**src/rtl/serial_adder.sv**
```systemverilog
// serial_adder
//   Digit-serial adder. Operands are accepted in IDLE, added DIGIT bits per
//   cycle from the least significant end in BUSY, and the result is held in
//   DONE until the consumer takes it.
//
// Parameters
//   WIDTH  operand / sum width in bits (2..64)
//   DIGIT  bits added per cycle; must divide WIDTH exactly
//
// Ports
//   clk        single clock, rising edge
//   rst_n      asynchronous active-low reset
//   in_valid   a, b and cin are presented
//   in_ready   block can accept operands (registered, high only in IDLE)
//   a, b       operands
//   cin        carry-in
//   out_valid  result available (registered, high only in DONE)
//   out_ready  consumer takes the result
//   sum        (a+b+cin) mod 2^WIDTH, holds the last result outside DONE
//   cout       unsigned carry-out
//   overflow   two's-complement overflow

module serial_adder #(
  parameter int WIDTH = 8,
  parameter int DIGIT = 1
) (
  input  logic             clk,
  input  logic             rst_n,
  input  logic             in_valid,
  output logic             in_ready,
  input  logic [WIDTH-1:0] a,
  input  logic [WIDTH-1:0] b,
  input  logic             cin,
  output logic             out_valid,
  input  logic             out_ready,
  output logic [WIDTH-1:0] sum,
  output logic             cout,
  output logic             overflow
);

  localparam int NDIG = WIDTH / DIGIT;
  localparam int CW   = $clog2(NDIG + 1);
  localparam int DW   = DIGIT + 1;

  generate
    if (WIDTH < 2 || WIDTH > 64 || DIGIT < 1 || DIGIT > WIDTH || (WIDTH % DIGIT) != 0) begin : g_bad_params
      $error("serial_adder: WIDTH must be 2..64 and DIGIT must divide WIDTH");
    end
  endgenerate

  typedef enum logic [1:0] {
    IDLE,
    BUSY,
    DONE
  } state_t;

  state_t           state;
  state_t           state_next;

  logic [WIDTH-1:0] a_sh;
  logic [WIDTH-1:0] b_sh;
  logic             carry;
  logic [CW-1:0]    cnt;
  logic             last_digit;

  logic [DIGIT:0]   dsum;
  logic [WIDTH-1:0] result;
  logic             carry_into_msb;

  logic [WIDTH-1:0] sum_q;
  logic             cout_q;
  logic             ovf_q;
  logic             in_ready_q;
  logic             out_valid_q;

  assign last_digit = (cnt == CW'(NDIG - 1));

  // One digit of the addition, carry-out in the top bit.
  assign dsum = {1'b0, a_sh[DIGIT-1:0]} + {1'b0, b_sh[DIGIT-1:0]} + DW'(carry);

  // result is the full sum as it will look once the current digit is shifted
  // in; on the last digit it is the final answer.
  generate
    if (NDIG == 1) begin : g_single
      assign result = dsum[DIGIT-1:0];
    end else begin : g_shift
      // Digits produced so far, filled from the MSB end.
      logic [WIDTH-DIGIT-1:0] acc;

      assign result = {dsum[DIGIT-1:0], acc};

      always_ff @(posedge clk or negedge rst_n) begin
        if (!rst_n) begin
          acc <= '0;
        end else if (state == IDLE && in_valid) begin
          acc <= '0;
        end else if (state == BUSY) begin
          acc <= result[WIDTH-1:DIGIT];
        end
      end
    end
  endgenerate

  // On the last digit the low bits of a_sh/b_sh are the operand MSBs, so the
  // carry into the MSB is recovered from the MSB sum bit: s = a ^ b ^ c.
  assign carry_into_msb = result[WIDTH-1] ^ a_sh[DIGIT-1] ^ b_sh[DIGIT-1];

  // NOTE: sequential state is updated with non-blocking assignments so every
  // register samples pre-edge values, independent of block ordering.
  always_ff @(posedge clk or negedge rst_n) begin
    if (!rst_n) begin
      state <= IDLE;
    end else begin
      state <= state_next;
    end
  end

  // NOTE: state_next gets its default before the case so no path leaves it
  // unassigned, which would otherwise infer a latch.
  always_comb begin
    state_next = state;
    case (state)
      IDLE:    if (in_valid)   state_next = BUSY;
      BUSY:    if (last_digit) state_next = DONE;
      DONE:    if (out_ready)  state_next = IDLE;
      default:                 state_next = IDLE;
    endcase
  end

  always_ff @(posedge clk or negedge rst_n) begin
    if (!rst_n) begin
      a_sh        <= '0;
      b_sh        <= '0;
      carry       <= 1'b0;
      cnt         <= '0;
      sum_q       <= '0;
      cout_q      <= 1'b0;
      ovf_q       <= 1'b0;
      in_ready_q  <= 1'b1;
      out_valid_q <= 1'b0;
    end else begin
      // Handshake flags are registered copies of the next state.
      in_ready_q  <= (state_next == IDLE);
      out_valid_q <= (state_next == DONE);

      case (state)
        IDLE: begin
          if (in_valid) begin
            a_sh  <= a;
            b_sh  <= b;
            carry <= cin;
            cnt   <= '0;
          end
        end
        BUSY: begin
          a_sh  <= a_sh >> DIGIT;
          b_sh  <= b_sh >> DIGIT;
          carry <= dsum[DIGIT];
          cnt   <= cnt + CW'(1);
          // Output registers change only when a complete result exists, so
          // a partial sum is never visible.
          if (last_digit) begin
            sum_q  <= result;
            cout_q <= dsum[DIGIT];
            ovf_q  <= carry_into_msb ^ dsum[DIGIT];
          end
        end
        default: ;
      endcase
    end
  end

  assign in_ready  = in_ready_q;
  assign out_valid = out_valid_q;
  assign sum       = sum_q;
  assign cout      = cout_q;
  assign overflow  = ovf_q;

endmodule

```
**config.mk**
```make
export PLATFORM = sky130hd
export DESIGN_NAME = serial_adder
export DESIGN_NICKNAME = d
export VERILOG_FILES = /design/src/rtl/serial_adder.sv
export SDC_FILE = /design/constraint.sdc
export NUM_CORES = 1
export LEC_CHECK = 0
export ABC_AREA = 1
export CAP_MARGIN = 20
export CORE_UTILIZATION = 27
export DETAILED_ROUTE_END_ITERATION = 8
export PLACE_DENSITY = 0.46
export SETUP_SLACK_MARGIN = 0.2
export SKIP_LAST_GASP = 1
export SYNTH_ARGS = -nofsm -noshare
export SYNTH_HDL_FRONTEND = slang
export SYNTH_SLANG_ARGS = --single-unit
```
**constraint.sdc**
```tcl
create_clock -name clk -period 2.87 [get_ports clk]
set_clock_uncertainty 0.05 [all_clocks]
set_input_delay 0.574 -clock clk [delete_from_list [all_inputs] [get_ports clk]]
set_output_delay 0.574 -clock clk [all_outputs]
set_load 0.05 [all_outputs]
```
# Word-level counts from Yosys, hierarchy flattened
# Cells that the tools add are included.
dict set report classes {
  addsub 3
  eq_ne 5
  n_mux 14
  bitwise 3
  n_reduce_logical 7
}
# operator n
set op_table {}
lappend op_table {{$pmux 8 s2} 2}
lappend op_table {{$mux 8} 2}
lappend op_table {{$mux 7} 2}
lappend op_table {{$pmux 4 s2} 1}
lappend op_table {{$mux 2} 3}
lappend op_table {{$pmux 2 s3} 1}
lappend op_table {{$add 4x1->4 const B} 1}
lappend op_table {{$eq 2x2->1 const B} 2}
lappend op_table {{$eq 4x3->1 const B} 1}
lappend op_table {{$logic_not 2->1} 2}
lappend op_table {{$mux 4} 1}
lappend op_table {{$reduce_and 2->1} 2}
lappend op_table {{$reduce_bool 2->1} 2}
lappend op_table {{$xor 1x1->1} 3}
lappend op_table {{$add 1x1->2} 1}
lappend op_table {{$add 2x1->2} 1}
lappend op_table {{$eq 2x1->1 const B} 1}
lappend op_table {{$ne 2x2->1 const B} 1}
lappend op_table {{$pmux 1 s2} 1}
lappend op_table {{$logic_and 1x1->1} 1}
lappend op_table {{$mux 1} 1}
dict set report word_totals {
  reg_bits 42
  out_inout_bits 12
  elab_cells 43
}

# Depth between registers and ports, before layout
# Gate-level depths: netlist of run 1.
dict set report depth {
  depth_word 5
  depth_mapped 9
  ltp_nobuf 9
}

# Worst setup path after synthesis of run 1
# OpenSTA, ideal clock, no wires.
dict set report synth_path {
  path_kind {flip-flop to flip-flop}
  startpoint {register a_sh[0]}
  endpoint {register ovf_q, in the netlist overflow}
  setup_time_ns 0.118
  t_arrival_ns 1.375
  setup_slack_ns 1.327
  stages_incl_launch_ff 10
  path_buffers 0
  cell_sequence {dfrtp_1 inv_1 fa_1 inv_1 nand2_1 nand2_1 nand2_1 nand2_1 nand2_1 nand2_1}
}
dict set report synth_via {
  elab_chain_len 5
}
# element line_no
set synth_rtl {}
lappend synth_rtl {{start, declared} 60} ;# logic [WIDTH-1:0] a_sh;
lappend synth_rtl {{start signal, assigned} 156} ;# a_sh <= a_sh >> DIGIT;
lappend synth_rtl {{$add 1x1->2} 79} ;# assign dsum = {1'b0, a_sh[DIGIT-1:0]} + {1'b0, b_sh[DIGIT-1:0]} + DW'(carry);
lappend synth_rtl {{$add 2x1->2} 79}
lappend synth_rtl {{$xor 1x1->1 (2 in series)} 106} ;# assign carry_into_msb = result[WIDTH-1] ^ a_sh[DIGIT-1] ^ b_sh[DIGIT-1];
lappend synth_rtl {{$xor 1x1->1 (*)} 165} ;# ovf_q <= carry_into_msb ^ dsum[DIGIT];
lappend synth_rtl {{end signal, assigned} 165}
lappend synth_rtl {{end, declared} 72} ;# logic ovf_q;
# Every way passes the cells marked *; elsewhere a longest branch is shown, timed or not.
# A chain may end at the register's enable or synchronous reset.

# Final worst setup path of run 1
dict set report layout_path {
  startpoint {register in_ready_q, in the netlist in_ready}
  endpoint {output port in_ready}
}
# element line_no
set layout_rtl {}
lappend layout_rtl {{start, declared} 73} ;# logic in_ready_q;
lappend layout_rtl {{start signal, assigned} 143} ;# in_ready_q <= (state_next == IDLE);
lappend layout_rtl {{end, declared} 30} ;# output logic in_ready,
# No word-level cell between the ends.

==> results of run 1 <==
[how the worst min path moves through the flow]
stage,slack (ps),cells after the start,endpoint
3_5_place_dp,420,2,overflow
4_1_cts,410,1,sum[3]
5_1_grt,450,1,sum[6]
3_3_place_gp,400,2,a_sh[7]
2_1_floorplan,230,0,a_sh[0]
6_report,360,1,sum[6]
[where the power goes]
group | internal [mW] | leakage [nW] | switching [mW] | total [mW]
logic | 0.415 | 0.533 | 0.756 | 1.17
clock network | 0.349 | 0.0683 | 0.213 | 0.561
registers | 0.833 | 0.545 | 0.131 | 0.964
[logic make-up (layout without fill, tap and decap cells)]
logic type	after synthesis	after routing	share of synthesized area, %
simple gates	106	106	26.4
flops	42	42	55.0
compound gates	25	25	9.42
buf+inv	25	58	7.46
fa+ha+maj	2	2	1.70
[final cells by class]
type                            count  area, um2  share of cell area (%)
Tap cell                           96        120                    4.98
Clock inverter                      3       68.8                    2.85
Timing Repair Buffer               32        315                    13.1
Sequential cell                    42       1050                    43.6
Clock buffer                        5       68.8                    2.85
Inverter                           18       67.6                    2.80
Multi-Input combinational cell    133        718                    29.8
[stage by stage]
stage	std cells	hold slack, ps	power [mW]	worst slack, ps	cell area [um2]
2_1_floorplan	200	228	1.92	1330	1910
3_3_place_gp	321	404	2.16	922	2270
3_5_place_dp	321	415	2.17	898	2270
4_1_cts	329	411	2.75	618	2410
5_1_grt	329	455	2.92	596	2410
6_report	329	360	2.70	641	2410
[routing by layer]
| metal | share of wire (%) | wire (um) | global-route usage (%) | up-vias |
|---|---|---|---|---|
| li1 | - | - | - | 703 |
| met4 | 1.6 | 55 | 4.55 | 0 |
| met1 | 51 | 1790 | 15.3 | 640 |
| met2 | 43 | 1520 | 16.2 | 37 |
| met5 | 0 | 0 | 0 | - |
| met3 | 4.4 | 156 | 2.95 | 7 |
[placed cells by master, fill, tap and decap left out, drive strengths merged, types with 2 or more instances in the layout]
| cell type | instances |
|---|---|
| bufinv | 2 |
| nand3 | 14 |
| inv | 18 |
| clkbuf | 5 |
| o31ai | 2 |
| nor2 | 5 |
| o21ai | 12 |
| o22ai | 7 |
| clkdlybuf4s50 | 31 |
| dfrtp | 41 |
| nand2 | 86 |
| o211ai | 3 |
[state kept, by name (all words and copies together) (netlist names)]
| register | cells |
|---|---|
| cnt | 4 |
| in_ready | 1 |
| out_valid | 1 |
| carry | 1 |
| overflow | 1 |
| g_shift.acc | 7 |
| a_sh | 8 |
| sum | 8 |
| state | 2 |
| b_sh | 8 |
| cout | 1 |
==> key figures, run 1 <==
Floorplanning
  • Die ar.: 7430 um2
  • # IOs: 33
  • Row cnt: 30
  • Starting Density: 28.0%
  • Core box area: 6830 um2
  • Chip Height: 86.2 um
  • Die width: 86.2 um

Synth
  • Leading area contributor after synthesis: dfrtp_1
  • Number of flops mapped to enable cells by yosys: 0
  • Sequential fraction of the synthesis area: 55.0%
  • Syn Nets: 223
  • Top cells by area, synth: dfrtp_1, nand2_1, nand3_2
  • Synth Warn #: 0
  • Mapped Cells: 200
  • Netlist cell types: 24
  • Synthesized area per cell: 9.57 um2
  • Synthesized cell area: 1910 um2
  • Yosys reg bits: 42
  • Synth top cells by count: nand2_1, dfrtp_1, inv_1
  • Most frequent cell after synthesis: nand2_1
  • Synth top area share: 53.6%
  • Ys async rst share: 100%
  • Post-synth top flop: dfrtp_1

Setup path
  • Critical-path top delay cell: clkdlybuf4s50_1
  • CP Buf/Inv Count: 1
  • Critical path, cell by cell: clkdlybuf4s50_1
  • FF-to-FF End: sum[3]
  • Reg2Reg Depth: 5
  • Delay-heaviest family, CP: buffers and inverters
  • Startpoint Class: flop
  • Setup crit end: in_ready
  • Crit-path max cell delay: 790 ps
  • Crit path DAT: 1600 ps
  • Critical path depth in cells: 1
  • Critical path origin: in_ready
  • Worst Setup End Kind: output port
  • CP Class: reg -> out
  • Critical path fanouts, max: 1
  • WP data required: 2250 ps
  • Flop2flop setup slack: 1070 ps
  • R2R Path Start: state[0]

Layout
  • Share of layout cells above drive strength 1: 18.9%
  • Antenna Cells: 0
  • Layout Utilization: 35.3%
  • Filler instances: 732
  • Synth-to-layout area growth: 26.0%
  • Final #Nets: 255

Timing
  • RSZ-0062 raised after global routing: no
  • Worst Max-Slew Pin Slew: 934 ps
  • Slew margin rel.: 37.7%
  • Final hold viol count: 0
  • Final setup fails: 0
  • Min cycle time layout: 2230 ps
  • FMAX: 449 MHz
  • Pins over their slew limit: 0
  • Period utilization: 77.7%
  • Post-route setup TNS: 0 ps

Global routing
  • Total gr overflow: 0
  • Initial antenna violation count: 0
  • Largest net degree at the start of global routing: 43
  • Vias in the first global route: 1352
  • First-pass GRT wire length: 6.31 mm
  • Total GRT Usage: 11.0%

Clocking
  • Post-CTS Resized: 0
  • Clock-pin transition on the worst setup and hold timing paths: 90 ps
  • Setup Fix Bufs, Post-CTS: 0
  • Clock Path Buffers: 2
  • TritonCTS Sinks: 42
  • CTS tree: done
  • Hold_buf cts: 0
  • CTS Buf Count: 5
  • CTS root buf: clkbuf_8
  • Worst skew pair latency: 300 ps
  • CTS H-tree depth: 2

Drt
  • Vias: 1387
  • WL per Instance: 10.7 um
  • Vias/cell: 4.22
  • Routed wire length: 3.52 mm
  • Pre-antenna DRT Iters: 4
  • DRC viols: 0
  • Initial DRC count: 56
  • Final ANT Viol Nets: 0

Place
  • GP Congestion: 0.743
  • Port bufs: 32
  • HPWL Detailed: 2.30 mm

Power and ir drop
  • Power density over the cells: 1120 nW/um2
  • Static Leak: 1.15 nW
  • Peak VDD IR: 260 uV

Run
  • Max cap viols: 0

Status
  • Run status: finished clean

Hold path
  • Hold Crit Class: in -> async
Power figures use the tool's default switching activity.
==> run 2, diff against run 1 <==
- PLACE_DENSITY: 0.46 -> 0.48
- clock period: 2.87 -> 2 ns (I/O delays scaled with it)
==> key figures, run 2 (same netlist as run 1, synthesis figures left out) <==
Drt
  • Initial DRC count: 54 (was 56)
  • DRC viols: 0 (unchanged)
  • WL per Instance: 11.0 um (was 10.7 um)
  • Final ANT Viol Nets: 0 (unchanged)
  • Routed wire length: 3.65 mm (was 3.52 mm)
  • Vias: 1374 (was 1387)
  • Vias/cell: 4.13 (was 4.22)
  • Pre-antenna DRT Iters: 4 (unchanged)

Status
  • Run status: finished clean (unchanged)

Global routing
  • Total GRT Usage: 11.4% (was 11.0%)
  • Met3 GRT Util: 3.14% (was 2.95%)
  • Initial antenna violation count: 0 (unchanged)
  • Routing usage on met2: 18.0% (was 16.2%)
  • Busiest grt layer: met2 (unchanged)
  • Total gr overflow: 0 (unchanged)
  • Largest net degree at the start of global routing: 24 (was 43)
  • Vias in the first global route: 1450 (was 1352)
  • First-pass GRT wire length: 6.62 mm (was 6.31 mm)
  • Global Route met1 Usage: 15.0% (was 15.3%)

Setup path
  • Startpoint Class: flop (unchanged)
  • Crit path DAT: 1190 ps (was 1600 ps)
  • WP data required: 1550 ps (was 2250 ps)
  • Worst Setup End Kind: output port (unchanged)
  • CP Class: reg -> out (unchanged)
  • Critical path fanouts, max: 2 (was 1)
  • CP Buf/Inv Count: 1 (unchanged)
  • Delay-heaviest family, CP: buffers and inverters (unchanged)
  • Crit-path max cell delay: 540 ps (was 790 ps)
  • FF-to-FF End: overflow (was sum[3])
  • R2R Path Start: a_sh[0] (was state[0])
  • Reg2Reg Depth: 9 (was 5)
  • Flop2flop setup slack: 400 ps (was 1070 ps)
  • Critical-path top delay cell: dlygate4sd2_1 (was clkdlybuf4s50_1)
  • Critical path, cell by cell: dlygate4sd2_1 (was clkdlybuf4s50_1)

Timing
  • Period utilization: 81.9%
  • Min cycle time layout: 1640 ps
  • Final hold viol count: 0 (unchanged)
  • Post-route setup TNS: 0 ps (unchanged)
  • FMAX: 610 MHz
  • Post-route setup slack: 361 ps (was 641 ps)
  • RSZ-0062 raised after global routing: no (unchanged)
  • Final setup fails: 0 (unchanged)
  • Slew margin rel.: 67.0% (was 37.7%)
  • Worst Max-Slew Pin Slew: 497 ps (was 934 ps)
  • Pins over their slew limit: 0 (unchanged)

Clocking
  • TritonCTS Sinks: 42 (unchanged)
  • CTS H-tree depth: 2 (unchanged)
  • Hold_buf cts: 0 (unchanged)
  • CTS root buf: clkbuf_8 (unchanged)
  • CTS tree: done (unchanged)
  • Clock-pin transition on the worst setup and hold timing paths: 80 ps (was 90 ps)
  • CTS Buf Count: 5 (unchanged)
  • Clock Path Buffers: 2 (unchanged)
  • Worst skew pair latency: 290 ps (was 300 ps)

Run
  • Max cap viols: 0 (unchanged)

Place
  • HPWL Detailed: 2.45 mm (was 2.30 mm)
  • Place WS: 360 ps (was 898 ps)
  • GP Congestion: 0.719 (was 0.743)
  • Port bufs: 32 (unchanged)

Power and ir drop
  • Power density over the cells: 1540 nW/um2 (was 1120 nW/um2)
  • Peak VDD IR: 386 uV (was 260 uV)
  • Static Leak: 1.21 nW (was 1.15 nW)

Layout
  • Commonest non-fill, non-tap cell in the layout: nand2_1 (unchanged)
  • Final #Nets: 259 (was 255)
  • Most frequent cells in the layout: nand2_1, dfrtp_1, clkdlybuf4s50_1 (unchanged)
  • Antenna Cells: 0 (unchanged)
  • Filler instances: 756 (was 732)
  • Synth-to-layout area growth: 27.0% (was 26.0%)
  • Share of layout cells above drive strength 1: 20.7% (was 18.9%)

Floorplanning
  • # IOs: 33 (unchanged)
  • Row cnt: 30 (unchanged)
  • Starting Density: 28.0% (unchanged)
  • Core box area: 6830 um2 (unchanged)
  • Die width: 86.2 um (unchanged)
  • Chip Height: 86.2 um (unchanged)
  • Die ar.: 7430 um2 (unchanged)

Hold path
  • Hold Crit Class: in -> async (unchanged)
==> run 2: final cells by class <==
cell class,instances,area (um2),share of cell area [%]
Clock buffer,6,72.6,2.99
Tap cell,96,120,4.94
Sequential cell,42,1050,43.3
Clock inverter,2,37.5,1.54
Multi-Input combinational cell,133,726,29.9
Timing Repair Buffer,36,354,14.6
Inverter,18,67.6,2.78
==> run 2: where the power goes <==
| part | total [mW] | internal (mW) | switching, mW |
|---|---|---|---|
| Sequential | 1.38 | 1.20 | 0.188 |
| Combinational | 1.70 | 0.585 | 1.11 |
| Clock | 0.666 | 0.372 | 0.293 |
==> run 2: how the worst max path moves through the flow <==
stage | slack, ps | from | cells past startpoint | end
CTS | 350 | overflow | 1 | overflow
detailed placement | 360 | a_sh[0] | 9 | overflow
global route | 240 | a_sh[0] | 9 | overflow
floorplan | 460 | a_sh[0] | 9 | overflow
finish | 360 | overflow | 1 | overflow
global placement | 350 | cnt[0] | 6 | in_ready
==> run 2: per-layer routing <==
metal / share of wire (%) / up-vias
li1: - / 705
met1: 50 / 625
met2: 43 / 36
met3: 4.8 / 8
met4: 1.7 / 0
met5: 0 / -
==> run 2: metrics by stage <==
stage / hold WS, ps / instances / util [%] / total power [mW] / area, um2
final: 5.63 / 333 / 35.6 / 3.74 / 2430
after global routing: 38.5 / 333 / 35.6 / 4.05 / 2430
after CTS: 19.6 / 333 / 35.5 / 3.80 / 2420
after detailed placement: 351 / 325 / 34.0 / 3.18 / 2330
after global placement: 345 / 325 / 34.0 / 3.16 / 2330
after floorplan: 54.4 / 200 / - / 2.76 / 1910
==> run 2: repair_timing <==
| item | 4_1_cts | 5_1_grt |
|---|---|---|
| setup buffers | 0 | 0 |
| setup endpoints to repair | 11 | 2 |
| gates resized for setup | 11 | 2 |
==> run 3, diff against run 2 <==
- clock period: 2 -> 1.31 ns (I/O delays scaled with it)
==> key figures, run 3 (same netlist as run 1, synthesis figures left out) <==
Timing
  • FMAX: 666 MHz
  • RSZ-0062 raised after global routing: yes (was no)
  • Hold Slack: 360 ps (was 5.63 ps)
  • Worst Max-Slew Pin Slew: 349 ps (was 497 ps)
  • Slew margin rel.: 76.7% (was 67.0%)
  • Final hold viol count: 0 (unchanged)
  • Pins over their slew limit: 0 (unchanged)
  • Final setup fails: 12 (was 0)
  • Post-route setup slack: -192 ps (was 361 ps)
  • Period utilization: 115%
  • Min cycle time layout: 1500 ps

Floorplanning
  • Die width: 86.2 um (unchanged)
  • Core box area: 6830 um2 (unchanged)
  • Starting Density: 28.0% (unchanged)
  • # IOs: 33 (unchanged)
  • Row cnt: 30 (unchanged)
  • Die ar.: 7430 um2 (unchanged)
  • Chip Height: 86.2 um (unchanged)

Clocking
  • Worst skew pair latency: 290 ps (about the same)
  • Clock-pin transition on the worst setup and hold timing paths: 80 ps (about the same)
  • CTS tree: done (unchanged)
  • TritonCTS Sinks: 42 (unchanged)
  • CTS Buf Count: 5 (unchanged)
  • CTS root buf: clkbuf_8 (unchanged)
  • Clock Path Buffers: 2 (unchanged)
  • CTS H-tree depth: 2 (unchanged)

Global routing
  • Initial antenna violation count: 0 (unchanged)
  • Total gr overflow: 0 (unchanged)
  • Total GRT Usage: 13.3% (was 11.4%)
  • First-pass GRT wire length: 7.71 mm (was 6.62 mm)
  • Largest net degree at the start of global routing: 30 (was 24)
  • Vias in the first global route: 1658 (was 1450)

Place
  • HPWL Detailed: 2.61 mm (was 2.45 mm)
  • Placed cell area: 2660 um2 (was 2330 um2)
  • Port bufs: 32 (unchanged)
  • GP Congestion: 0.678 (was 0.719)
  • Place WS: -185 ps (was 360 ps)

Drt
  • Vias: 1578 (was 1374)
  • Routed wire length: 4.41 mm (was 3.65 mm)
  • WL per Instance: 11.8 um (was 11.0 um)
  • Final ANT Viol Nets: 0 (unchanged)
  • DRC viols: 0 (unchanged)
  • Pre-antenna DRT Iters: 3 (was 4)
  • Initial DRC count: 27 (was 54)
  • Vias/cell: 4.21 (was 4.13)

Layout
  • Filler instances: 643 (was 756)
  • Register Area: 1050 um2 (about the same)
  • Multi-input logic area: 1070 um2 (was 726 um2)
  • Finished layout cell area: 3420 um2 (was 2430 um2)
  • Most frequent cells in the layout: nand2_1, dfrtp_1, nand2_4 (was nand2_1, dfrtp_1, clkdlybuf4s50_1)
  • Share of layout cells above drive strength 1: 54.1% (was 20.7%)
  • Antenna Cells: 0 (unchanged)
  • Commonest non-fill, non-tap cell in the layout: nand2_1 (unchanged)
  • Synth-to-layout area growth: 78.8% (was 27.0%)
  • Final #Nets: 301 (was 259)

Run
  • Max cap viols: 0 (unchanged)

Setup path
  • Critical path fanouts, max: 4 (was 2)
  • CP Class: reg -> reg (was reg -> out)
  • Startpoint Class: flop (unchanged)
  • WP data required: 1450 ps (was 1550 ps)
  • Crit path DAT: 1640 ps (was 1190 ps)
  • Worst Setup End Kind: flop (was output port)
  • Flop2flop setup slack: -190 ps (was 400 ps)

Power and ir drop
  • Power density over the cells: 2380 nW/um2 (was 1540 nW/um2)
  • Static Leak: 1.74 nW (was 1.21 nW)
  • Peak VDD IR: 697 uV (was 386 uV)

Status
  • Run status: finished with violations (was finished clean)
  • Failing checks: negative setup slack

Hold path
  • Hold Crit Class: in -> async (unchanged)
## run 3: cell count changes in the layout (fill, tap and decap cells not counted), sizes merged
cell         before  now
buf               6   57
bufinv            1    0
clkbuf            6    8
clkinv            0    1
clkinvlp          1    0
dlygate4sd2      11    0
dlygate4sd3       0    1
## run 3: power by group
group          internal, mW  leakage (nW)  switching (mW)  total, mW
combinational          2.59          1.15            2.41       4.99
sequential             1.83         0.545           0.473       2.30
clock                 0.425        0.0482           0.430      0.856
total                  4.84          1.74            3.31       8.15
## run 3: final timing paths
check,start,to,depth (start not counted)
max in group asynchronous,rst_n,cnt[2],3
min in group clk,b[7],b_sh[7],3
worst min-delay path,rst_n,sum[5],2
worst max register to register,carry,overflow,9
worst max-delay path,carry,overflow,9
worst min register to register,a_sh[7],a_sh[7],2
## run 3: layout make-up
type / count / area share, %
well taps: 96 / 3.51
clock inverters: 1 / 0.146
repair buffers: 78 / 29.3
multi-input cells: 133 / 31.3
inverters: 18 / 2.41
clock buffers: 7 / 2.52
flip-flops and latches: 42 / 30.8
## run 3: repair_timing
action                     in CTS  in global routing
setup endpoints to repair      53                 54
resized for setup              55                 27
pin swaps                       8                  9
cloned                          4                  1
setup buffers                  21                  5
hold endpoints to repair       12                  0
hold buffers                    1                  0
## run 3: worst max-delay path, stage by stage, from the launching register on
cell and delay, ps:
dfrtp_1 340, inv_1 70, fa_2 610, inv_2 50, nand2_1 50, nand2_1 50
nand2_1 50, nand2_1 40, nand2_1 50, nand2_1 50
## run 3: metal layers
metal  global-route usage [%]  vias to the layer above  wire length (um)
met5                        0                        -                 0
met4                     3.18                        0                42
met3                     3.24                        5               146
met2                     22.9                       33              2290
met1                     16.7                      746              1930
li1                         -                      794                 -
## run 3: through the flow
stage / std cells / power, mW / util [%] / setup TNS [ps]
6_report: 375 / 8.15 / 50.1 / -595
4_1_cts: 369 / 7.85 / 47.5 / -810
3_3_place_gp: 335 / 5.76 / 38.9 / -2320
3_5_place_dp: 335 / 5.80 / 38.9 / -2760
2_1_floorplan: 200 / 4.44 / - / -154
5_1_grt: 375 / 8.70 / 50.1 / -1630
==> RTL change 1, RTL diff (flow settings as in run 3) <==
Encoding of `state_t`: now one-hot (3 bits for 3 states).
--- a/src/rtl/serial_adder.sv
+++ b/src/rtl/serial_adder.sv
@@ -50,6 +50,6 @@
 
-  typedef enum logic [1:0] {
-    IDLE,
-    BUSY,
-    DONE
+  typedef enum logic [2:0] {
+    IDLE = 3'b001,
+    BUSY = 3'b010,
+    DONE = 3'b100
   } state_t;
Check against the original RTL: no difference found for any inputs over 10 cycles, from zero or initial values and one cycle with rst_n low; not proved beyond that.
==> RTL change 1 against run 3 <==
  * The run still ends with setup timing left
  * Synthesized cell count grew 32%
  * Sequential power shrank 11%
  * Power shrank 17%
  * Area after synthesis grew 8.7%
  * Sequential cell count grew 1
  * Die area grew 8.5%
  * Routed wire length grew 17%
  * Hold slack gained 0.052 ns
  * Setup slack gained 0.031 ns
  * Utilization shrank 2.8 points
  * Via count grew 22%
  * First-iteration DRC count grew to 2.8 times the old value
  * Global-route usage shrank 0.48 points
  * Cell area grew 1.2%
  * Largest power group unchanged
  * Highest routed layer unchanged
==> RTL change 1: results (changes against run 3) <==
Critical path
  • Reg2reg path depth: 7 (-2)
  • Max stage delay on crit path: 0.63 ns (+0.02 ns)
  • Crit path max fanout: 4 (unchanged)
  • Crit-path slowest cell: fa_2

Clocking
  • CTS clk-pin slew, worst paths: 0.09 ns
  • Clk buf depth: 2 (unchanged)
  • CTS root buffer: clkbuf_8
  • CTS Buf Count: 5 (unchanged)
  • H-tree depth: 2 (unchanged)
  • Worst-skew pair later-pin latency: 0.30 ns

Worst hold path
  • Worst hold path class: primary input to async pin

Global route
  • Initial antenna violation count: 0 (unchanged)
  • Vias in the first global route: 1829 (+10%)
  • Largest net degree at the start of global routing: 44 (+47%)
  • GRT Resource Usage Total: 12.8% (-0.48 points)
  • First-pass GRT wire length: 8280 um (+7.3%)

Finish
  • Layout cells sized above 1: 38.5% (-16 points)
  • Fin nets: 357 (+19%)
  • ANT cells: 0 (unchanged)

Synthesis
  • Post-Synthesis Cells: 263 (+32%)
  • Sequential fraction of the synthesis area: 51.9% (-3.1 points)
  • Yosys cell types: 22 (-8.3%)
  • Post-synth top cells: nand2_1, nand3_1, dfrtp_1
  • Yosys warning total: 0 (unchanged)
  • Post-synth ARST share: 100% (unchanged)
  • Synthesized net count: 286 (+28%)
  • Yosys top cell by area: dfrtp_1
  • Synth top area cells: dfrtp_1, nand2_1, nand3_1, dfstp_2, buf_2
  • Ys flop type: dfrtp_1

Routing
  • DR vias/cell: 4.44 (+5.5%)
  • Final wirelength: 5150 um (+17%)
  • First-pass iteration count of the detailed router: 4 (+1)
  • Initial drt markers: 75 (+180%)
  • ANT nets after route: 0 (unchanged)
  • Vias: 1927 (+22%)

Timing
  • Slew headroom: 83.9% (+7.1 points)
  • Setup_tns: -3.90 ns (-3.30 ns)
  • Final worst slack: -0.161 ns (+0.0308 ns)
  • Endpoints failing setup: 34 (+22)

Place
  • Count of input and output buffers: 32 (unchanged)
  • Placed Instances: 405 (+21%)
  • Final HPWL DP: 3160 um (+21%)
  • GPL Wtd Cong: 0.690 (+1.8%)

Power
  • Leak: 1.76 nW (+1.2%)
  • Worst VDD drop: 0.681 mV (-2.4%)

Run status
  • Status: complete, but fails checks
  • Violated checks: setup timing
RTL change 1: cell count changes in the layout (fill, tap and decap cells not counted), sizes merged, moves of 3 or more:
cell,change
o211ai,-3
buf,-3
o21ai,-7
nand2,+41
o22ai,-7
inv,-7
nand3,+37
RTL change 1: cell type report:
type / instances / area, sq um
flip-flops and latches: 43 / 1080
clock buffers: 6 / 82.6
well taps: 99 / 124
multi-input cells: 195 / 1110
inverters: 11 / 43.8
clock inverters: 2 / 35.0
repair buffers: 78 / 983
fillers: 671 / 3870
RTL change 1: report_power, final:
group,total (mW),switching [mW],internal (mW)
combinational,3.60,1.79,1.82
sequential,2.04,0.301,1.74
clock,1.09,0.476,0.618
RTL change 1: path summary, 6_finish.rpt:
check | start | to | slack, ns
worst min-delay path | rst_n | sum[5] | 0.41
worst max register to register | carry | overflow | -0.16
worst max-delay path | carry | overflow | -0.16
min in group clk | b_sh[7] | b_sh[7] | 0.46
worst min register to register | b_sh[7] | b_sh[7] | 0.46
max in group asynchronous | rst_n | state[0] | 0.53
RTL change 1: worst max-delay path, delay by kind of cell, from the launching register on:
family / cells / cell delay [ns]
DFF: 1 / 0.41
buffers and inverters: 1 / 0.06
and+or+nand+nor: 5 / 0.28
adders and majority gates: 1 / 0.63
RTL change 1: cell families after synthesis:
group | Yosys count | share of synthesized area [%]
DFF | 43 | 51.9
buffers and inverters | 25 | 6.14
AOI/OAI and AO/OA | 5 | 1.20
and+or+nand+nor | 188 | 39.2
adders and majority gates | 2 | 1.56
RTL change 1: metrics by stage:
stage / hold slack (ns) / setup slack [ns] / cell area (sq um)
floorplan: -0.0836 / -0.0916 / 2210
global placement: 0.211 / -0.158 / 2900
detailed placement: 0.216 / -0.181 / 2900
CTS: 0.419 / -0.151 / 3160
global route: 0.444 / -0.251 / 3460
finish: 0.412 / -0.161 / 3460
RTL change 1: repair_timing:
item,in CTS,in global routing
cloned,1,5
pin swaps,3,27
endpoints found under the setup margin,55,55
hold buffers,1,0
endpoints found under the hold margin,41,0
resized for setup,18,40
setup buffers,7,7
RTL change 1: routing by layer:
layer / vias up / wire length [um] / global-route usage [%]
li1: 976 / - / -
met1: 920 / 2310 / 16.3
met2: 25 / 2610 / 20.9
met3: 6 / 146 / 3.30
met4: 0 / 76 / 4.51
met5: - / 0 / 0
==> RTL change 2, RTL diff (config.mk and constraints of run 3) <==
Made on the original files. `WIDTH`: 8 -> 16.
--- a/src/rtl/serial_adder.sv
+++ b/src/rtl/serial_adder.sv
@@ -23,3 +23,3 @@
 module serial_adder #(
-  parameter int WIDTH = 8,
+  parameter int WIDTH = 16,
   parameter int DIGIT = 1
Ports: changed (resized a, b and sum); port bits go from 33 to 57. No check against the original RTL was run, so the function may have changed too.
==> RTL change 2 against run 3 <==
  * The flow still finishes with violations (setup timing)
  * Sequential cell count up 33
  * Sequential power is 78% higher
  * Via count is 83% higher
  * Largest power group unchanged
  * Setup slack improved by 0.019 ns
  * Routed wire length increased by 130%
  * Power rose by 86%
  * Area after synthesis is 60% higher
  * Sequential share of layout area is 1.8 points lower
  * Hold slack got worse by 0.031 ns
  * Cell area up 89%
  * Utilization grew 8.9 points
  * Combinational power up 72%
  * Count of clock-buffer cells in the layout grew 4
==> RTL change 2: results (changes against run 3) <==
Global route
  • Vias in the first global route: 3061 (+85%)
  • First-pass GRT wire length: 15600 um (+100%)
  • GRT Resource Usage Total: 17.6% (+4.3 points)
  • Largest net degree at the start of global routing: 31 (+3.3%)

Place
  • GPL Wtd Cong: 0.738 (+8.9%)
  • Count of input and output buffers: 56 (+75%)
  • Final HPWL DP: 4470 um (+71%)
  • Placed Instances: 540 (+61%)

Run status
  • Violated checks: setup timing
  • Status: complete, but fails checks

Timing
  • Final worst slack: -0.173 ns (+0.0186 ns)
  • Final hold slack: 0.329 ns (-0.0315 ns)
  • Slew headroom: 79.5% (+2.8 points)
  • Endpoints failing setup: 75 (+63)

Clocking
  • Worst-skew pair later-pin latency: 0.33 ns (+0.04 ns)
  • CTS Buf Count: 9 (+4)
  • CTS clk-pin slew, worst paths: 0.06 ns (-0.02 ns)
  • H-tree depth: 3 (+1)
  • CTS root buffer: clkbuf_16

Routing
  • DR vias/cell: 4.67 (+11%)
  • DR WL/cell: 16.2 um (+38%)
  • Initial drt markers: 71 (+160%)
  • Final wirelength: 9990 um (+130%)

Critical path
  • CP Launch Point: state[1]
  • Reg2reg path depth: 10 (+1)
  • Crit path max-delay family: buffers and inverters
  • Max stage delay on crit path: 0.37 ns (-0.24 ns)
  • Crit path max fanout: 7 (+3)

Synthesis
  • Sequential fraction of the synthesis area: 61.2% (+6.2 points)
  • Post-Synthesis Cells: 339 (+70%)
  • Synth top area cells: dfrtp_1, nand2_1, nand3_1, o22ai_1, inv_1
  • Yosys cell types: 21 (-13%)
  • Post-synth top cells: nand2_1, dfrtp_1, nand3_1

Power
  • Leak: 3.23 nW (+85%)

Finish
  • Fin nets: 513 (+70%)
  • Layout cells sized above 1: 58.9% (+4.8 points)
[RTL change 2: cell count changes after synthesis, sizes merged, moves of 9 or more]
cell / before / now
nand2: 86 / 138
dfrtp: 41 / 74
nand3: 14 / 30
o22ai: 7 / 16
[RTL change 2: layer usage]
layer  global-route usage, %  share of wire [%]  up-vias
met4                    5.79                3.2        0
met3                    4.42                3.9       24
met1                    20.5                 39     1419
met2                    31.5                 54       73
li1                        -                  -     1366
met5                       0                  0        -
[RTL change 2: layout make-up]
cell class	instances	area, sq um	area share (%)
timing repair buffer	140	2040	31.5
multi-input combinational	222	1960	30.3
sequential	75	1880	29.0
clock buffer	11	253	3.90
tap	140	175	2.71
inverter	25	114	1.76
clock inverter	4	48.8	0.754
[RTL change 2: repair_timing]
| action | CTS | global route |
|---|---|---|
| cloned | 17 | 2 |
| setup buffers | 37 | 5 |
| setup endpoints to repair | 95 | 95 |
| hold endpoints to repair | 18 | 0 |
| resized for setup | 185 | 103 |
| pin swaps | 40 | 38 |
| hold buffers | 1 | 0 |
[RTL change 2: report_power, final]
part	total, mW	switching (mW)	internal [mW]
registers	4.09	0.836	3.25
logic	8.59	4.01	4.58
clock network	2.51	0.944	1.57
total	15.2	5.79	9.40
[RTL change 2: logic make-up after synthesis]
family | Yosys count | synth area share, %
flip-flops | 75 | 61.2
adder cells (fa/ha/maj) | 3 | 1.47
AO/OA/AOI/OAI | 42 | 7.91
buffers and inverters | 42 | 6.32
AND/OR/NAND/NOR | 176 | 22.9
XOR/XNOR | 1 | 0.285
[RTL change 2: worst reg2reg max path: stages (launching register included)]
cell and delay (ns):
dfrtp_1 0.37, inv_2 0.06, buf_6 0.12, nand2_8 0.07
buf_6 0.12, inv_8 0.04, buf_8 0.13, buf_12 0.13
buf_12 0.14, nand2_2 0.06, o211ai_1 0.08
